**src/rtl/sub_pkg.sv**
```systemverilog
// Shared types for the bit-serial subtractor: FSM state encoding and
// a helper that sizes the bit counter for a given operand width.
package sub_pkg;

    typedef enum logic [1:0] {
        IDLE,
        SHIFT,
        DONE
    } state_t;

    // Counter must be able to hold WIDTH itself, hence WIDTH+1.
    function automatic int cnt_w(input int width);
        return $clog2(width + 1);
    endfunction

endpackage

```
**src/rtl/serial_subtractor_if.sv**
```systemverilog
// Request/result bundle of serial_subtractor. The ovf signal exists only
// when SUB_OVERFLOW_EN is defined.
interface serial_subtractor_if #(
    parameter int WIDTH = 4
);
    // Handshake: start is sampled only while idle (busy=0); a, b and bin are
    // captured on that edge. busy stays high until the cycle after the
    // one-cycle done pulse, and d/bout/ovf are valid from done onward.
    logic             start;
    logic [WIDTH-1:0] a;
    logic [WIDTH-1:0] b;
    logic             bin;
    logic             busy;
    logic             done;
    logic [WIDTH-1:0] d;
    logic             bout;
`ifdef SUB_OVERFLOW_EN
    logic             ovf;
`endif

    modport master (
        output start, a, b, bin,
        input  busy, done, d, bout
`ifdef SUB_OVERFLOW_EN
        , input ovf
`endif
    );

    modport slave (
        input  start, a, b, bin,
        output busy, done, d, bout
`ifdef SUB_OVERFLOW_EN
        , output ovf
`endif
    );

endinterface

```
**src/rtl/my_full_subtractor.sv**
```systemverilog
// One-bit full subtractor: D = A - B - BIN with borrow-out, purely combinational.
module my_full_subtractor (
    input  logic A,
    input  logic B,
    input  logic BIN,
    output logic D,
    output logic BOUT
);

    assign D    = A ^ B ^ BIN;
    assign BOUT = (~A & B) | (BIN & ~(A ^ B));

endmodule

```
**src/rtl/serial_subtractor.sv**
```systemverilog
// Bit-serial ripple-borrow subtractor, LSB first, one full-subtractor cell.
// Define SUB_OVERFLOW_EN to add the registered signed-overflow output ovf.
module serial_subtractor
    import sub_pkg::*;
#(
    parameter int WIDTH = 4
) (
    input  logic                 clk,
    input  logic                 rst,
    serial_subtractor_if.slave   bus,
    output state_t               dbg_state
);

    localparam int CNT_W = cnt_w(WIDTH);

    state_t             state;
    logic [WIDTH-1:0]   ra;
    logic [WIDTH-1:0]   rb;
    logic [WIDTH-1:0]   sr;
    logic               br;
    logic [CNT_W-1:0]   cnt;
    logic               di;
    logic               br_next;

    my_full_subtractor u_fs (
        .A    (ra[0]),
        .B    (rb[0]),
        .BIN  (br),
        .D    (di),
        .BOUT (br_next)
    );

    assign dbg_state = state;

    always_ff @(posedge clk) begin
        if (rst) begin
            state    <= IDLE;
            ra       <= '0;
            rb       <= '0;
            sr       <= '0;
            br       <= 1'b0;
            cnt      <= '0;
            bus.busy <= 1'b0;
            bus.done <= 1'b0;
            bus.d    <= '0;
            bus.bout <= 1'b0;
`ifdef SUB_OVERFLOW_EN
            bus.ovf  <= 1'b0;
`endif
        end else begin
            case (state)
                IDLE: begin
                    bus.done <= 1'b0;
                    if (bus.start) begin
                        ra       <= bus.a;
                        rb       <= bus.b;
                        br       <= bus.bin;
                        sr       <= '0;
                        cnt      <= '0;
                        bus.busy <= 1'b1;
                        state    <= SHIFT;
                    end
                end
                SHIFT: begin
                    sr  <= {di, sr[WIDTH-1:1]};
                    ra  <= ra >> 1;
                    rb  <= rb >> 1;
                    br  <= br_next;
                    cnt <= cnt + CNT_W'(1);
                    // Results only move on the final bit so d/bout stay stable mid-operation.
                    if (cnt == CNT_W'(WIDTH - 1)) begin
                        bus.d    <= {di, sr[WIDTH-1:1]};
                        bus.bout <= br_next;
`ifdef SUB_OVERFLOW_EN
                        bus.ovf  <= br ^ br_next;
`endif
                        bus.done <= 1'b1;
                        state    <= DONE;
                    end
                end
                DONE: begin
                    bus.done <= 1'b0;
                    bus.busy <= 1'b0;
                    state    <= IDLE;
                end
                default: begin
                    state <= IDLE;
                end
            endcase
        end
    end

endmodule

```
**src/flat_wrapper.sv**
```systemverilog
// flat-port wrapper written by rule: the top's interface ports become plain ports
module serial_subtractor_flat import sub_pkg::*;
#(
    parameter int WIDTH = 4
)
  (clk, rst, dbg_state, bus_start, bus_a, bus_b, bus_bin, bus_busy, bus_done, bus_d, bus_bout);
  serial_subtractor_if #(.WIDTH(WIDTH)) bus_i ();
  input  logic clk;
  input  logic rst;
  output state_t dbg_state;
  input wire logic [$bits(bus_i.start)-1:0] bus_start;
  input wire logic [$bits(bus_i.a)-1:0] bus_a;
  input wire logic [$bits(bus_i.b)-1:0] bus_b;
  input wire logic [$bits(bus_i.bin)-1:0] bus_bin;
  output wire logic [$bits(bus_i.busy)-1:0] bus_busy;
  output wire logic [$bits(bus_i.done)-1:0] bus_done;
  output wire logic [$bits(bus_i.d)-1:0] bus_d;
  output wire logic [$bits(bus_i.bout)-1:0] bus_bout;
  assign bus_i.start = bus_start;
  assign bus_i.a = bus_a;
  assign bus_i.b = bus_b;
  assign bus_i.bin = bus_bin;
  assign bus_busy = bus_i.busy;
  assign bus_done = bus_i.done;
  assign bus_d = bus_i.d;
  assign bus_bout = bus_i.bout;
  serial_subtractor #(.WIDTH(WIDTH)) u_core (.clk(clk), .rst(rst), .bus(bus_i), .dbg_state(dbg_state));
endmodule
```
**config.mk**
```make
export PLATFORM = sky130hd
export DESIGN_NAME = serial_subtractor_flat
export DESIGN_NICKNAME = d
export VERILOG_FILES = /design/src/rtl/sub_pkg.sv /design/src/rtl/serial_subtractor_if.sv /design/src/rtl/my_full_subtractor.sv /design/src/rtl/serial_subtractor.sv /design/src/flat_wrapper.sv
export SDC_FILE = /design/constraint.sdc
export NUM_CORES = 1
export LEC_CHECK = 0
export ABC_AREA = 1
export ABC_CLOCK_PERIOD_IN_PS = 1550
export CAP_MARGIN = 20
export CORE_UTILIZATION = 27
export DETAILED_ROUTE_END_ITERATION = 10
export GPL_ROUTABILITY_DRIVEN = 0
export PLACE_DENSITY = 0.57
export SETUP_SLACK_MARGIN = 0.3
export SLEW_MARGIN = 20
export SYNTH_ARGS = -nofsm -noshare
export SYNTH_HDL_FRONTEND = slang
export SYNTH_SLANG_ARGS = --single-unit
export TNS_END_PERCENT = 1
```
**constraint.sdc**
```tcl
create_clock -name clk -period 1.55 [get_ports clk]
set_input_delay 0.2325 -clock clk [delete_from_list [all_inputs] [get_ports clk]]
set_output_delay 0.2325 -clock clk [all_outputs]
set_load 0.01 [all_outputs]
```
* Word-level counts from Yosys, hierarchy flattened *
Cells that the tools add are included.

operators by class
  $add $sub $neg = 1
  equal/unequal tests = 5
  mux-type cells = 17
  bitwise operators = 7
  reduce and logical (&&, ||, !) cells = 10

operators with widths
  cell                 number
  $pmux 4 s2           3
  $mux 4               3
  $reduce_and 2->1     5
  $pmux 1 s2           3
  $pmux 3 s2           1
  $reduce_bool 2->1    3
  $mux 2               2
  $pmux 2 s2           1
  $add 3x1->3 const B  1
  $eq 3x2->1 const B   1
  $mux 1               3
  $mux 3               1
  $and 1x1->1          2
  $eq 2x1->1 const B   1
  $eq 2x2->1 const B   1
  $logic_not 2->1      1
  $ne 2x1->1 const B   1
  $ne 2x2->1 const B   1
  $not 1->1            2
  $reduce_or 2->1      1
  $xor 1x1->1          2
  $or 1x1->1           1

storage, ports and cells
  register bits = 25
  input port bits = 12
  output and inout bits = 9
  logic and storage cells = 50

* Longest topological paths before layout *
  word-level depth = 5
  mapped depth = 8
  gate-level depth less buffers = 8

* Modules after synthesis *
From an unflattened synthesis, not the netlist that was laid out.

unflattened totals
  cells, all modules = 153
  area, all modules = 1078.5 um^2

by module, submodules not included
  module              times used  cells each  area an instance (um^2)  seq. area each (um^2)
  serial_subtractor   1           149         1047.3                   480.5
  my_full_subtractor  1           4           31.3                     0.0

* Least setup slack after synthesis *
OpenSTA, ideal clock, no wires.

  path kind = reg-to-reg
  from = register u_core.cnt[0]
  to = register u_core.bus.d[3]
  setup time = 113 ps
  arrival = 1025 ps
  data required time = 1437 ps
  path slack = 412 ps
  stages on the path, launching flop included = 9
  buffers on the path = 0
  clock period less this slack = 1138 ps
  cells stage by stage = dfxtp_1 ha_1 ha_1 inv_1 nor2_4 nand2_1 inv_1 nand2_1 nand2_1

on the way
  longest elaborated chain between the ends = 2

ends and longest elaborated chain
  item                               line                        source
  start: declaration                 serial_subtractor.sv:21     logic [CNT_W-1:0] cnt;
  start signal: assignment           serial_subtractor.sv:69     cnt <= cnt + CNT_W'(1);
  $eq 3x2->1                         serial_subtractor.sv:71     if (cnt == CNT_W'(WIDTH - 1)) begin
  $reduce_and 2->1 (no source line)  n/a
  end signal: assignment             serial_subtractor.sv:72     bus.d <= {di, sr[WIDTH-1:1]};
  end: declaration                   serial_subtractor_if.sv:31  output busy, done, d, bout

Every way passes these cells.
A chain may end at the register's enable or synchronous reset.

* Final worst setup path *
  from = register u_core.bus.done
  to = output port bus_done

RTL lines
  item                      line                        source
  start: declaration        serial_subtractor_if.sv:31
  start signal: assignment  serial_subtractor.sv:44     bus.done <= 1'b0;
  start signal: assignment  serial_subtractor.sv:53     bus.done <= 1'b0;
  start signal: assignment  serial_subtractor.sv:77     bus.done <= 1'b1;
  end: declaration          flat_wrapper.sv:16          output wire logic [$bits(bus_i.done)-1:0] bus_done;

No word-level cell between the ends.

==> summary.txt <==
STA
  • RSZ-0062 raised after global routing: yes
  • Setup TNS: 0 ps
  • Relative slew slack: 0.8410
  • Minimum clock period: 1409 ps
  • Setup violators final: 0
  • Worst Skew: 2.832 ps
  • Final Max Tran Viols: 0
  • FMAX: 709.9 MHz
  • Crit share post-route: 0.9088
  • Worst Setup Slack, final: 141.3 ps
  • Worst-margin pin slew: 237.7 ps
  • Final hold vios: 0

Clocking
  • Worst-path clk slew: 80 ps
  • Max clock buf depth: 2
  • Clock root buffer: clkbuf_8
  • Hold-fix buffers, CTS: 0
  • Clk Latency, worst-skew pair: 270 ps
  • H-tree Lvls: 1
  • Num CTS Buffers: 3
  • Clk sinks: 24
  • Post-CTS setup buffers: 0
  • CTS tree: yes
  • Post-cts resize count: 5

GRT
  • Total track usage: 0.1138
  • Number of global-route vias before repair: 890
  • Pin count of the biggest net entering global routing: 22
  • Initial antenna violation count: 0
  • First-pass GRT wire length: 3719 um
  • Global route overflow: 0

Die
  • # IOs: 21
  • Die height: 65.53 um
  • Die area: 0.004294 mm^2
  • Initial Utilization: 0.2890
  • Core area: 0.003771 mm^2
  • Standard-cell rows: 22
  • Die Width: 65.53 um

Yosys
  • Synth area leaders: dfxtp_1 (44%), nand2_1 (15%), nor2_1 (6.9%)
  • Post-synth top cells: nand2_1 (44), dfxtp_1 (24), nor2_1 (20)
  • Synth Register Bits: 24
  • Async SR Flop Fraction: 0
  • Post-Synth Adder-Cell Area: 0.04133
  • Largest family of logic cells by synthesized area: simple AND/OR/NAND/NOR gates
  • Syn avg cell area: 7.516 um^2
  • Yosys Warn Count: 0
  • Top cell type by total area after synthesis: dfxtp_1
  • Synth Area in Compound Gates: 0.09759
  • Synthesized Nets: 160
  • Seq/Total Area, Yosys: 0.4409
  • Mapped Area: 0.001090 mm^2
  • XOR/XNOR Fraction of Synth Area: 0
  • Ys flop type: dfxtp_1
  • Distinct cells, synth: 20
  • Post-synthesis mux area share: 0
  • Most frequent cell after synthesis: nand2_1
  • Top-area cell type share of the netlist area: 0.4409
  • Fraction of the mapped netlist area in simple logic gates: 0.3192
  • Mapped Cells: 145
  • Post-synth EDFFs: 0

Layout
  • # fillers: 388
  • Sequential Area: 488.0 um^2
  • Share of cells above drive strength 1: 0.1497
  • Diode count: 0
  • Fin nets: 183
  • Multi-input gate area: 499.2 um^2
  • Area Overhead vs Synth: 28.36%

Worst setup path
  • Cell Chain, Critical Path: clkdlybuf4s50_1
  • WP buf/inv: 1
  • R2r setup slk: 270 ps
  • Critical Path AT: 1180 ps
  • CP max stage cell: clkdlybuf4s50_1
  • Kind of critical path: reg -> out
  • Maximum fanout along the worst path: 2
  • Critical R2R Capture: u_core.bus.d[3]
  • Worst r2r src: u_core.cnt[0]
  • Critical path endpoint category: output port
  • Worst R2R Path Depth: 8
  • Kind of cell adding the most delay to the critical path: buffers and inverters
  • Startpoint Class: flip-flop
  • Crit path largest cell delay: 550 ps
  • CP Data Required Time: 1320 ps

Pwr
  • Leakage: 0.6208 nW
  • Maximum vdd drop: 0.3102 mV
  • Total power per unit cell area: 919.4 mW/mm^2

Drt
  • Via count: 896
  • Detailed Route WL: 2135 um
  • Drt initial violations: 30
  • Total iterations of the first detailed-routing run: 4
  • Per-cell routed wire length: 9.930 um
  • Routed vias/inst: 4.167
  • Post-route ant nets: 0
  • Drt drc: 0

Min path
  • Tightest Hold Check Type: reg -> reg
  • Worst Hold Path EP: u_core.cnt[2]
  • HP Start: u_core.cnt[2]
  • Hold Path Depth: 2

Outcome
  • Status: finished clean

Placement
  • Pre-CTS WS: 212.0 ps
  • Dpl hpwl: 1610 um
  • I/O Buffers: 20

Run
  • Max-Cap Viols: 0
per-layer routing:
metal,GRT usage,part of all wire,up-vias
met2,0.1714,0.44,16
met1,0.1539,0.51,391
li1,-,-,485
met5,0,0,-
met3,0.02083,0.029,4
met4,0.05707,0.019,0
worst max-delay path by stage:
| stage | start | endpoint | slack (ps) | cells past startpoint |
|---|---|---|---|---|
| 3_3_place_gp | rst | u_core.bus.d[3] | 240 | 6 |
| 2_1_floorplan | u_core.cnt[0] | u_core.bus.d[3] | 410 | 8 |
| 5_1_grt | u_core.bus.done | bus_done | 100 | 1 |
| 6_report | u_core.bus.done | bus_done | 140 | 1 |
| 4_1_cts | u_core.dbg_state[1] | dbg_state[1] | 100 | 1 |
| 3_5_place_dp | bus_start | u_core.ra[0] | 210 | 6 |
area by class of cell:
class,instances,area share
inverter,16,0.04293
timing repair buffer,23,0.1691
tap,48,0.04293
multi-input combinational,100,0.3569
clock buffer,4,0.03936
sequential,24,0.3488
power by group:
part	switching [mW]	total, mW	internal [mW]
sequential	0.0168	0.660	0.643
combinational	0.111	0.204	0.0925
clock	0.195	0.422	0.227
state kept, by name, indices dropped and copies added (netlist names):
name and flops:
u_core.dbg_state 2, u_core.rb 4, u_core.ra 4, u_core.bus.busy 1, u_core.cnt 3, u_core.bus.bout 1
u_core.sr 3, u_core.bus.d 4, u_core.bus.done 1, u_core.br 1
metrics by stage:
step | total power [mW] | util | hold slack (ps) | instance area, um^2 | instances
floorplan | 0.8171 | - | 375.4 | 1090 | 145
global placement | 0.8765 | 0.3540 | 449.8 | 1335 | 211
detailed placement | 0.8826 | 0.3540 | 456.4 | 1335 | 211
CTS | 1.305 | 0.3703 | 469.3 | 1396 | 215
global route | 1.359 | 0.3709 | 490.5 | 1399 | 215
finish | 1.286 | 0.3709 | 467.0 | 1399 | 215
cells by family after synthesis:
kind of cell,Yosys count
compound gates,17
fa+ha+maj,3
flops,24
simple gates,80
buf+inv,21
cells in the final DEF (no fill, tap or decap):
| cell type | n |
|---|---|
| nand2_1 | 44 |
| dfxtp_1 | 22 |
| nor2_1 | 20 |
| clkdlybuf4s50_1 | 18 |
| inv_1 | 14 |
| a21oi_1 | 9 |
| nand3_1 | 6 |
| o21ai_2 | 5 |
| nand2_2 | 4 |
| clkbuf_8 | 4 |
| inv_2 | 2 |
| nor2_4 | 2 |
| o21ai_0 | 2 |
| nor2_2 | 2 |
| ha_1 | 2 |
| buf_4 | 2 |
| dfxtp_4 | 2 |
| nand2_4 | 1 |
| or2_1 | 1 |
| o21a_1 | 1 |
| fa_1 | 1 |
| dlygate4sd2_1 | 1 |
| dlymetal6s2s_1 | 1 |
| buf_12 | 1 |
Power figures use the tool's default switching activity.
